[config.mk]
export PLATFORM = sky130hd
export DESIGN_NAME = adc_frame_reader
export DESIGN_NICKNAME = d
export VERILOG_FILES = /design/src/rtl/adc_pkg.sv /design/src/rtl/sync_edge_det.sv /design/src/rtl/adc_frame_reader.sv
export SDC_FILE = /design/constraint.sdc
export NUM_CORES = 1
export LEC_CHECK = 0
export CAP_MARGIN = 25
export CORE_UTILIZATION = 56
export DETAILED_ROUTE_END_ITERATION = 10
export GPL_TIMING_DRIVEN = 0
export PLACE_DENSITY = 0.83
export SLEW_MARGIN = 20
export SYNTH_ARGS = -nofsm -noshare
export SYNTH_HDL_FRONTEND = slang
export SYNTH_SLANG_ARGS = --single-unit
[constraint.sdc]
create_clock -name clk -period 4.49 [get_ports clk]
set_input_delay 1.347 -clock clk [delete_from_list [all_inputs] [get_ports clk]]
set_output_delay 1.347 -clock clk [all_outputs]
set_load 0.005 [all_outputs]
[src/rtl/adc_pkg.sv]
// Shared types and defaults for the ADC serial frame reader.
package adc_pkg;

  localparam int DATA_W_DEF     = 12;
  localparam int LEAD_ZEROS_DEF = 4;
  localparam int FRAME_BITS_DEF = DATA_W_DEF + LEAD_ZEROS_DEF;
  localparam int CNT_W          = $clog2(FRAME_BITS_DEF + 1);

  typedef enum logic [2:0] {
    IDLE  = 3'd0,
    START = 3'd1,
    SHIFT = 3'd2,
    DONE  = 3'd3,
    GAP   = 3'd4
  } state_e;

  // Counter width able to hold 0..n inclusive.
  function automatic int cnt_width(input int n);
    return (n < 1) ? 1 : $clog2(n + 1);
  endfunction

endpackage

[src/rtl/sync_edge_det.sv]
// Two-flop synchroniser with optional one-clk rise/fall pulse generation.
module sync_edge_det #(
  parameter bit EDGE_EN = 1'b1
) (
  input  logic clk,
  input  logic rst_n,
  input  logic d,
  output logic q,
  output logic rise,
  output logic fall
);

  logic [1:0] sync_q;
  logic [1:0] sync_d;

  always_comb begin
    sync_d = {sync_q[0], d};
  end

  // Metastability chain for the asynchronous input.
  always_ff @(posedge clk or negedge rst_n) begin
    if (!rst_n) begin
      sync_q <= 2'b00;
    end else begin
      sync_q <= sync_d;
    end
  end

  assign q = sync_q[1];

  generate
    if (EDGE_EN) begin : g_edge
      logic prev_q;
      logic prev_d;

      always_comb begin
        prev_d = sync_q[1];
      end

      // Previous synchronised level, for edge comparison.
      always_ff @(posedge clk or negedge rst_n) begin
        if (!rst_n) begin
          prev_q <= 1'b0;
        end else begin
          prev_q <= prev_d;
        end
      end

      assign rise = sync_q[1] & ~prev_q;
      assign fall = ~sync_q[1] & prev_q;
    end else begin : g_level_only
      assign rise = 1'b0;
      assign fall = 1'b0;
    end
  endgenerate

endmodule

[src/rtl/adc_frame_reader.sv]
// Frames the two-channel serial ADC, shifts in one word per conversion and keeps the last sample per channel.
// Optional leading-zero check enabled with `define ADC_FRAME_CHK_EN (adds frame_err).
module adc_frame_reader
  import adc_pkg::*;
#(
  parameter int DATA_W     = DATA_W_DEF,
  parameter int LEAD_ZEROS = LEAD_ZEROS_DEF,
  parameter int GAP_EDGES  = 2
) (
  input  logic              clk,
  input  logic              rst,
  input  logic              adc_clk,
  input  logic              add_a,
  input  logic              sdata,
  input  logic              enable,
  output logic              cs_n,
  output logic              ch_sel,
  output logic [DATA_W-1:0] data_a,
  output logic [DATA_W-1:0] data_b,
  output logic              valid,
  output logic              chan,
`ifdef ADC_FRAME_CHK_EN
  output logic              frame_err,
`endif
  output logic              busy
);

  localparam int FRAME_BITS = LEAD_ZEROS + DATA_W;
  localparam int BCNT_W     = cnt_width(FRAME_BITS);
  localparam int GCNT_W     = cnt_width(GAP_EDGES);
  localparam logic [BCNT_W-1:0] LAST_BIT = BCNT_W'(FRAME_BITS - 1);
  localparam logic [GCNT_W-1:0] LAST_GAP = GCNT_W'(GAP_EDGES - 1);

  logic adc_rise_s;
  logic adc_fall_s;
  logic adc_lvl_s;
  logic sdata_s;

  sync_edge_det #(.EDGE_EN(1'b1)) u_adc_clk_sync (
    .clk   (clk),
    .rst_n (rst),
    .d     (adc_clk),
    .q     (adc_lvl_s),
    .rise  (adc_rise_s),
    .fall  (adc_fall_s)
  );

  sync_edge_det #(.EDGE_EN(1'b0)) u_sdata_sync (
    .clk   (clk),
    .rst_n (rst),
    .d     (sdata),
    .q     (sdata_s),
    .rise  (),
    .fall  ()
  );

  state_e                state_q, state_d;
  logic [BCNT_W-1:0]     bit_cnt_q, bit_cnt_d;
  logic [GCNT_W-1:0]     gap_cnt_q, gap_cnt_d;
  logic [FRAME_BITS-1:0] shift_q, shift_d;
  logic [FRAME_BITS-1:0] shift_nxt_s;
  logic                  cs_n_q, cs_n_d;
  logic                  ch_sel_q, ch_sel_d;
  logic [DATA_W-1:0]     data_a_q, data_a_d;
  logic [DATA_W-1:0]     data_b_q, data_b_d;
  logic                  valid_q, valid_d;
  logic                  chan_q, chan_d;
  logic                  busy_q, busy_d;
  logic                  store_s;
`ifdef ADC_FRAME_CHK_EN
  logic                  frame_err_q, frame_err_d;
`endif

  // Sample store is issued on the capture of the last bit so valid and data appear together in DONE.
  always_comb begin
    state_d     = state_q;
    bit_cnt_d   = bit_cnt_q;
    gap_cnt_d   = gap_cnt_q;
    shift_d     = shift_q;
    cs_n_d      = cs_n_q;
    ch_sel_d    = ch_sel_q;
    data_a_d    = data_a_q;
    data_b_d    = data_b_q;
    valid_d     = 1'b0;
    chan_d      = chan_q;
    store_s     = 1'b0;
    shift_nxt_s = {shift_q[FRAME_BITS-2:0], sdata_s};
`ifdef ADC_FRAME_CHK_EN
    frame_err_d = 1'b0;
`endif

    case (state_q)
      IDLE: begin
        cs_n_d = 1'b1;
        if (adc_rise_s && enable) begin
          ch_sel_d = add_a;
          state_d  = START;
        end else begin
          state_d  = IDLE;
        end
      end
      START: begin
        if (adc_fall_s) begin
          cs_n_d    = 1'b0;
          bit_cnt_d = {BCNT_W{1'b0}};
          state_d   = SHIFT;
        end else begin
          state_d   = START;
        end
      end
      SHIFT: begin
        if (adc_rise_s) begin
          shift_d   = shift_nxt_s;
          bit_cnt_d = bit_cnt_q + BCNT_W'(1);
          if (bit_cnt_q == LAST_BIT) begin
            state_d = DONE;
`ifdef ADC_FRAME_CHK_EN
            if (|shift_nxt_s[FRAME_BITS-1:DATA_W]) begin
              frame_err_d = 1'b1;
            end else begin
              store_s = 1'b1;
            end
`else
            store_s = 1'b1;
`endif
          end else begin
            state_d = SHIFT;
          end
        end else begin
          state_d = SHIFT;
        end
      end
      DONE: begin
        cs_n_d    = 1'b1;
        gap_cnt_d = {GCNT_W{1'b0}};
        state_d   = GAP;
      end
      GAP: begin
        if (adc_rise_s) begin
          if (gap_cnt_q == LAST_GAP) begin
            state_d = IDLE;
          end else begin
            gap_cnt_d = gap_cnt_q + GCNT_W'(1);
          end
        end else begin
          state_d = GAP;
        end
      end
      default: begin
        state_d = IDLE;
        cs_n_d  = 1'b1;
      end
    endcase

    if (store_s) begin
      valid_d = 1'b1;
      chan_d  = ch_sel_q;
      if (ch_sel_q) begin
        data_b_d = shift_nxt_s[DATA_W-1:0];
      end else begin
        data_a_d = shift_nxt_s[DATA_W-1:0];
      end
    end else begin
      valid_d = 1'b0;
    end

    busy_d = (state_d != IDLE);
  end

  // State, datapath and registered outputs.
  always_ff @(posedge clk or negedge rst) begin
    if (!rst) begin
      state_q     <= IDLE;
      bit_cnt_q   <= {BCNT_W{1'b0}};
      gap_cnt_q   <= {GCNT_W{1'b0}};
      shift_q     <= {FRAME_BITS{1'b0}};
      cs_n_q      <= 1'b1;
      ch_sel_q    <= 1'b0;
      data_a_q    <= {DATA_W{1'b0}};
      data_b_q    <= {DATA_W{1'b0}};
      valid_q     <= 1'b0;
      chan_q      <= 1'b0;
      busy_q      <= 1'b0;
`ifdef ADC_FRAME_CHK_EN
      frame_err_q <= 1'b0;
`endif
    end else begin
      state_q     <= state_d;
      bit_cnt_q   <= bit_cnt_d;
      gap_cnt_q   <= gap_cnt_d;
      shift_q     <= shift_d;
      cs_n_q      <= cs_n_d;
      ch_sel_q    <= ch_sel_d;
      data_a_q    <= data_a_d;
      data_b_q    <= data_b_d;
      valid_q     <= valid_d;
      chan_q      <= chan_d;
      busy_q      <= busy_d;
`ifdef ADC_FRAME_CHK_EN
      frame_err_q <= frame_err_d;
`endif
    end
  end

  assign cs_n   = cs_n_q;
  assign ch_sel = ch_sel_q;
  assign data_a = data_a_q;
  assign data_b = data_b_q;
  assign valid  = valid_q;
  assign chan   = chan_q;
  assign busy   = busy_q;
`ifdef ADC_FRAME_CHK_EN
  assign frame_err = frame_err_q;
`endif

  logic unused_lvl_s;
  assign unused_lvl_s = adc_lvl_s;

endmodule
==> results of run 1 <==
-- sequential cells by signal (all words and copies together), names as in the netlist --
register	flops
state_q	3
bit_cnt_q	5
u_adc_clk_sync.g_edge.prev_q	1
chan	1
busy	1
shift_q	11
u_sdata_sync.sync_q	2
data_b	12
u_adc_clk_sync.sync_q	2
cs_n	1
valid	1
data_a	12
gap_cnt_q	2
ch_sel	1
-- final cells by class --
cell class	count	area [um^2]	area share, %
tap	48	60.1	2.19
clock buffer	7	96.3	3.51
sequential	55	1380	50.3
buffer	9	45.0	1.64
inverter	5	18.8	0.685
multi-input combinational	115	781	28.5
timing repair buffer	35	355	13.0
clock inverter	1	7.51	0.274
-- synth_stat cells (all sizes together) (4+ instances only) --
| library cell | instances | area, um^2 |
|---|---|---|
| o21ai | 4 | 20.0 |
| a21oi | 5 | 25.0 |
| buf | 4 | 26.3 |
| dfrtp | 54 | 1350 |
| inv | 5 | 18.8 |
| clkbuf | 5 | 18.8 |
| nand2 | 40 | 150 |
| nor2 | 4 | 15.0 |
| nand2b | 4 | 25.0 |
| mux2 | 25 | 282 |
-- routing by layer --
layer  vias up  wire length [um]  global-route usage [%]
li1        709                 -                       -
met1       759              1840                    31.9
met2        59              2140                    37.2
met3         7               184                    5.28
met4         0                58                    6.94
met5         -                 0                       0
-- cell families after synthesis --
family | count (synthesis)
AOI/OAI and AO/OA | 19
adders and majority gates | 3
buffers and inverters | 14
DFF | 55
muxes | 25
and+or+nand+nor | 68
-- path summary, 6_finish.rpt --
| check | to | slack [ns] | cells after the start |
|---|---|---|---|
| setup / recovery | cs_n | 1.80 | 1 |
| hold / removal | u_adc_clk_sync.sync_q[1] | 0.35 | 0 |
| setup reg to reg | data_b[9] | 2.50 | 7 |
| hold reg to reg | u_adc_clk_sync.sync_q[1] | 0.35 | 0 |
| max in group asynchronous | shift_q[10] | 2.89 | 2 |
| min in group asynchronous | gap_cnt_q[1] | 1.05 | 1 |
-- per-stage QoR --
stage | total power [mW] | hold slack [ns] | cell area (um^2)
after floorplan | 0.728 | 0.331 | 2220
after global placement | 0.792 | 0.333 | 2620
after detailed placement | 0.814 | 0.337 | 2640
after CTS | 1.10 | 0.358 | 2740
after global routing | 1.16 | 0.378 | 2740
final | 1.10 | 0.354 | 2740
-- power by group through the flow --
stage	logic, mW	registers [mW]	clock network, mW
3_3_place_gp	0.195	0.597	0
6_report	0.221	0.592	0.285
4_1_cts	0.216	0.592	0.297
3_5_place_dp	0.214	0.600	0
2_1_floorplan	0.137	0.591	0
5_1_grt	0.248	0.599	0.317
-- layout by cell type, fill, tap and decap left out, drive strengths merged --
| master | netlist | final |
|---|---|---|
| clkinvlp | 0 | 1 |
| or3 | 3 | 3 |
| nor3b | 1 | 1 |
| nand3 | 3 | 3 |
| nor2b | 3 | 3 |
| o21bai | 2 | 2 |
| dfrtp | 54 | 54 |
| a22o | 1 | 1 |
| a221oi | 2 | 2 |
| o2111ai | 1 | 1 |
| o22ai | 1 | 1 |
| nand3b | 1 | 1 |
| clkdlybuf4s50 | 0 | 33 |
| inv | 5 | 5 |
| nor2 | 4 | 4 |
| nor4bb | 2 | 2 |
| nand4b | 1 | 1 |
| buf | 4 | 6 |
| nand4bb | 1 | 1 |
| a21o | 2 | 2 |
| a21oi | 5 | 5 |
| nand2b | 4 | 4 |
| mux2 | 25 | 25 |
| and3 | 2 | 2 |
| dfstp | 1 | 1 |
| a2bb2oi | 1 | 1 |
| ha | 3 | 3 |
| nand2 | 40 | 40 |
| clkbuf | 5 | 12 |
| nor3 | 3 | 3 |
| o21ai | 4 | 4 |
==> flow_metrics.env, run 1 <==
export IMPL_status="finished, final reports clean"
export IMPL_power_switching_uw=316
export IMPL_cp_slowest_cell="dfstp_2"
export IMPL_required_ns=3.14
export IMPL_power_density_nw_per_um2=401
export IMPL_regToRegStartpoint="state_q[1]"
export IMPL_dp_slack_ns=1.83
export IMPL_slew_viol_final=0
export IMPL_finalSetupViolCount=0
export IMPL_drt_initial_drc_count=72
export IMPL_post_cts_resized=0
export IMPL_synth_cell_types=31
export IMPL_comb_power_share_pct=20.1
export IMPL_period_needed_ns=2.69
export IMPL_crit_chain="clkdlybuf4s50_1"
export IMPL_dp_hpwl_um=2990
export IMPL_worst_slack_ns=1.80
export IMPL_grt_max_degree=31
export IMPL_leakage_nw=1.33
export IMPL_htree_levels=2
export IMPL_clk_path_buf_depth=2
export IMPL_hold_path_class="reg -> reg"
export IMPL_yosys_warnings=0
export IMPL_p_int_uw=782
export IMPL_syn_avg_cell_area_um2=12.1
export IMPL_viasPerCell=5.58
export IMPL_wl_um=4220
export IMPL_rows=22
export IMPL_synthAdderAreaFrac_pct=1.69
export IMPL_cts_tree="yes"
export IMPL_fp_dieH_um=65.0
export IMPL_nets=235
export IMPL_die_w_um=65.0
export IMPL_synth_mux_area_fraction_pct=12.7
export IMPL_fin_skew_ns=0.00865
export IMPL_max_slew_worst_pin_slew_ns=0.594
export IMPL_peakVddDrop_v=0.000235
export IMPL_gr_usage_all_layers_pct=23.3
export IMPL_grt_setup_unrepaired="no"
export IMPL_p_clk_share_pct=25.9
export IMPL_synth_simple_area_share_pct=15.1
export IMPL_startpoint="cs_n"
export IMPL_cts_sink_count=55
export IMPL_crit_path_start_kind="register"
export IMPL_crit_family="flip-flops"
export IMPL_gp_congestion=0.881
export IMPL_first_pass_iters=4
export IMPL_critPathCaptureType="output pin"
export IMPL_drc_errors=0
export IMPL_die_area_um2=4220
export IMPL_seq_power_share_pct=53.9
export IMPL_synth_seq_cells=55
export IMPL_io_buffers=34
export IMPL_vias=1534
export IMPL_grt_antenna_before_repair=0
export IMPL_post_route_period_util_pct=59.8
export IMPL_tns_ns=0
export IMPL_max_freq_ghz=0.372
export IMPL_postRouteAntennaNets=0
export IMPL_core_region_area_um2=3740
export IMPL_area_growth_syn_to_layout_pct=23.4
export IMPL_hold_viol=0
export IMPL_netlist_instances=184
export IMPL_cts_made_buffers=5
export IMPL_grt_ovfl_total=0
export IMPL_crit_fanout=4
export IMPL_clk_latency_ns=0.30
export IMPL_drive_gt1_share_pct=18.1
export IMPL_root_buffer="clkbuf_8"
export IMPL_synth_compound_area_share_pct=5.63
export IMPL_ios=35
export IMPL_synthesis_nets=193
export IMPL_maxSlewHeadroom_pct=60.4
export IMPL_crit_buf_inv=1
export IMPL_synth_top_family_by_area="simple AND/OR/NAND/NOR gates"
export IMPL_synth_edf_count=0
export IMPL_fin_util_pct=73.2
export IMPL_netlist_area_um2=2220
export IMPL_start_util_pct=59.4
export IMPL_grt_pass1_vias=1506
export IMPL_wl_per_cell_um=15.3
export IMPL_cts_hold_buffers_added=0
export IMPL_fin_cells=275
export IMPL_grt_pass1_wl_um=7290
export IMPL_clk_pin_slew_ns=0.08
export IMPL_crit_arrival_ns=1.34
export IMPL_seq_area_frac_synth_pct=62.0
export IMPL_crit_type="reg -> out"
export IMPL_synth_ff_type="dfrtp_1"
export IMPL_place_inst=267
export IMPL_netSwitchingFraction_pct=28.8
export IMPL_hp_start="u_adc_clk_sync.sync_q[0]"
export IMPL_final_fill_count=252
export IMPL_antenna_cells=0
export IMPL_async_flop_share_pct=100
export IMPL_cts_setup_buffers=0
export IMPL_maxCapViolations=0
export IMPL_synthXorXnorAreaFrac_pct=0
export IMPL_slowest_delay_ns=0.55
No activity file was read; power rests on OpenSTA's default activity.
==> run 2: changes to the inputs <==
--- a/config.mk
+++ b/config.mk
@@ -6,10 +6,10 @@
 export NUM_CORES = 1
 export LEC_CHECK = 0
 export CAP_MARGIN = 25
-export CORE_UTILIZATION = 56
+export CORE_UTILIZATION = 52
 export DETAILED_ROUTE_END_ITERATION = 10
 export GPL_TIMING_DRIVEN = 0
-export PLACE_DENSITY = 0.83
+export PLACE_DENSITY = 0.78
 export SLEW_MARGIN = 20
 export SYNTH_ARGS = -nofsm -noshare
 export SYNTH_HDL_FRONTEND = slang
==> constraint.sdc (replaced) <==
create_clock -name clk -period 2.6 [get_ports clk]
set_input_delay 0.78 -clock clk [delete_from_list [all_inputs] [get_ports clk]]
set_output_delay 0.78 -clock clk [all_outputs]
set_load 0.005 [all_outputs]
==> flow_metrics.env, run 2 (same netlist as run 1, synthesis figures left out) <==
export IMPL_peakVddDrop_v=0.000451
export IMPL_drt_initial_drc_count=117
export IMPL_worst_slack_ns=0.471
export IMPL_grt_antenna_before_repair=0
export IMPL_hp_start="u_sdata_sync.sync_q[0]"
export IMPL_dp_slack_ns=0.579
export IMPL_cts_setup_buffers=0
export IMPL_hold_path_class="reg -> reg"
export IMPL_htree_levels=2
export IMPL_clk_path_buf_depth=2
export IMPL_first_pass_iters=4
export IMPL_holdPathStages=0
export IMPL_grt_max_degree=56
export IMPL_maxSlewHeadroom_pct=55.8
export IMPL_comb_power_share_pct=18.1
export IMPL_gr_usage_all_layers_pct=18.5
export IMPL_crit_arrival_ns=1.35
export IMPL_rows=23
export IMPL_gp_congestion=0.791
export IMPL_cts_hold_buffers_added=0
export IMPL_place_inst=268
export IMPL_area_growth_syn_to_layout_pct=23.3
export IMPL_final_cell_mix="54 x dfrtp_1, 40 x nand2_1, 33 x clkdlybuf4s50_1"
export IMPL_period_needed_ns=2.13
export IMPL_grt_ovfl_total=0
export IMPL_netSwitchingFraction_pct=26.8
export IMPL_grt_pass1_wl_um=6020
export IMPL_post_route_period_util_pct=81.9
export IMPL_antenna_cells=0
export IMPL_fin_cells=276
export IMPL_wl_um=3700
export IMPL_crit_type="reg -> out"
export IMPL_max_freq_ghz=0.470
export IMPL_p_clk_share_pct=29.4
export IMPL_min_to="u_sdata_sync.sync_q[1]"
export IMPL_io_buffers=34
export IMPL_power_density_nw_per_um2=707
export IMPL_die_w_um=67.4
export IMPL_r2r_end="data_a[2]"
export IMPL_start_util_pct=54.8
export IMPL_finalSetupViolCount=0
export IMPL_cts_sink_count=55
export IMPL_postRouteAntennaNets=0
export IMPL_grt_setup_unrepaired="no"
export IMPL_crit_family="flip-flops"
export IMPL_core_region_area_um2=4060
export IMPL_regToRegStartpoint="bit_cnt_q[0]"
export IMPL_drive_gt1_share_pct=17.7
export IMPL_root_buffer="clkbuf_8"
export IMPL_fin_skew_ns=0.00801
export IMPL_power_switching_uw=519
export IMPL_p_int_mw=1.42
export IMPL_die_area_um2=4540
export IMPL_cts_made_buffers=5
export IMPL_max_slew_worst_pin_slew_ns=0.663
export IMPL_r2r_slack_ns=0.55
export IMPL_cp_slowest_cell="dfstp_2"
export IMPL_status="finished, final reports clean"
export IMPL_vias=1459
export IMPL_crit_chain="clkdlybuf4s50_1"
export IMPL_ios=35
export IMPL_critPathCaptureType="output pin"
export IMPL_fp_dieH_um=67.4
export IMPL_nets=234
export IMPL_final_common_cell="dfrtp_1"
export IMPL_dp_hpwl_um=2530
export IMPL_viasPerCell=5.29
export IMPL_hold_viol=0
export IMPL_required_ns=1.82
export IMPL_grt_pass1_vias=1324
export IMPL_crit_fanout=4
export IMPL_post_cts_resized=0
export IMPL_seq_power_share_pct=52.5
export IMPL_maxCapViolations=0
export IMPL_crit_buf_inv=1
export IMPL_clk_pin_slew_ns=0.09
export IMPL_crit_path_start_kind="register"
export IMPL_slowest_delay_ns=0.56
export IMPL_leakage_nw=1.33
export IMPL_slew_viol_final=0
export IMPL_r2r_cells=6
export IMPL_drc_errors=0
export IMPL_cts_tree="yes"
export IMPL_wl_per_cell_um=13.4
export IMPL_clk_latency_ns=0.30
==> run 2: cell count changes in the layout (fill, tap and decap cells not counted) <==
cell	delta
clkinv_2	+1
bufinv_16	+1
buf_4	+1
clkinvlp_4	-1
buf_2	-1
buf_12	-1
clkbuf_8	-1
==> run 2: final cells by class <==
cell class / instances / area, um^2
inverter: 5 / 18.8
tap: 50 / 62.6
clock inverter: 2 / 35.0
sequential: 55 / 1380
timing repair buffer: 34 / 338
fill: 296 / 1320
multi-input combinational: 115 / 781
buffer: 9 / 45.0
clock buffer: 6 / 82.6
==> run 2: worst max path at each step <==
stage	cells after the start	end	start
after detailed placement	5	busy	enable
after CTS	1	cs_n	cs_n
after global placement	1	data_b[3]	rst
after global routing	1	cs_n	cs_n
final	1	cs_n	cs_n
after floorplan	6	data_a[10]	bit_cnt_q[0]
==> run 2: metal layers <==
metal / track usage (%) / wire length [um] / up-vias
met3: 4.22 / 154 / 8
met4: 9.04 / 59 / 0
met2: 27.1 / 1750 / 34
met1: 25.9 / 1740 / 709
li1: - / - / 708
met5: 0 / 0 / -
==> run 2: power by group through the flow <==
stage          logic, mW  registers, mW  clock network (mW)
2_1_floorplan      0.236           1.02                   0
3_3_place_gp       0.345           1.03                   0
3_5_place_dp       0.354           1.03                   0
4_1_cts            0.354           1.02               0.588
5_1_grt            0.401           1.03               0.612
6_report           0.351           1.02               0.569
==> run 2: metrics by stage <==
step                util (%)  hold slack, ns  TNS, ns  power, mW  cell area [um^2]
floorplan                  -           0.331        0       1.26              2220
global placement        64.7           0.332   -47.55       1.38              2630
detailed placement      64.6           0.341        0       1.39              2620
CTS                     67.5           0.362        0       1.96              2740
global route            67.5           0.370        0       2.05              2740
finish                  67.5           0.359        0       1.94              2740
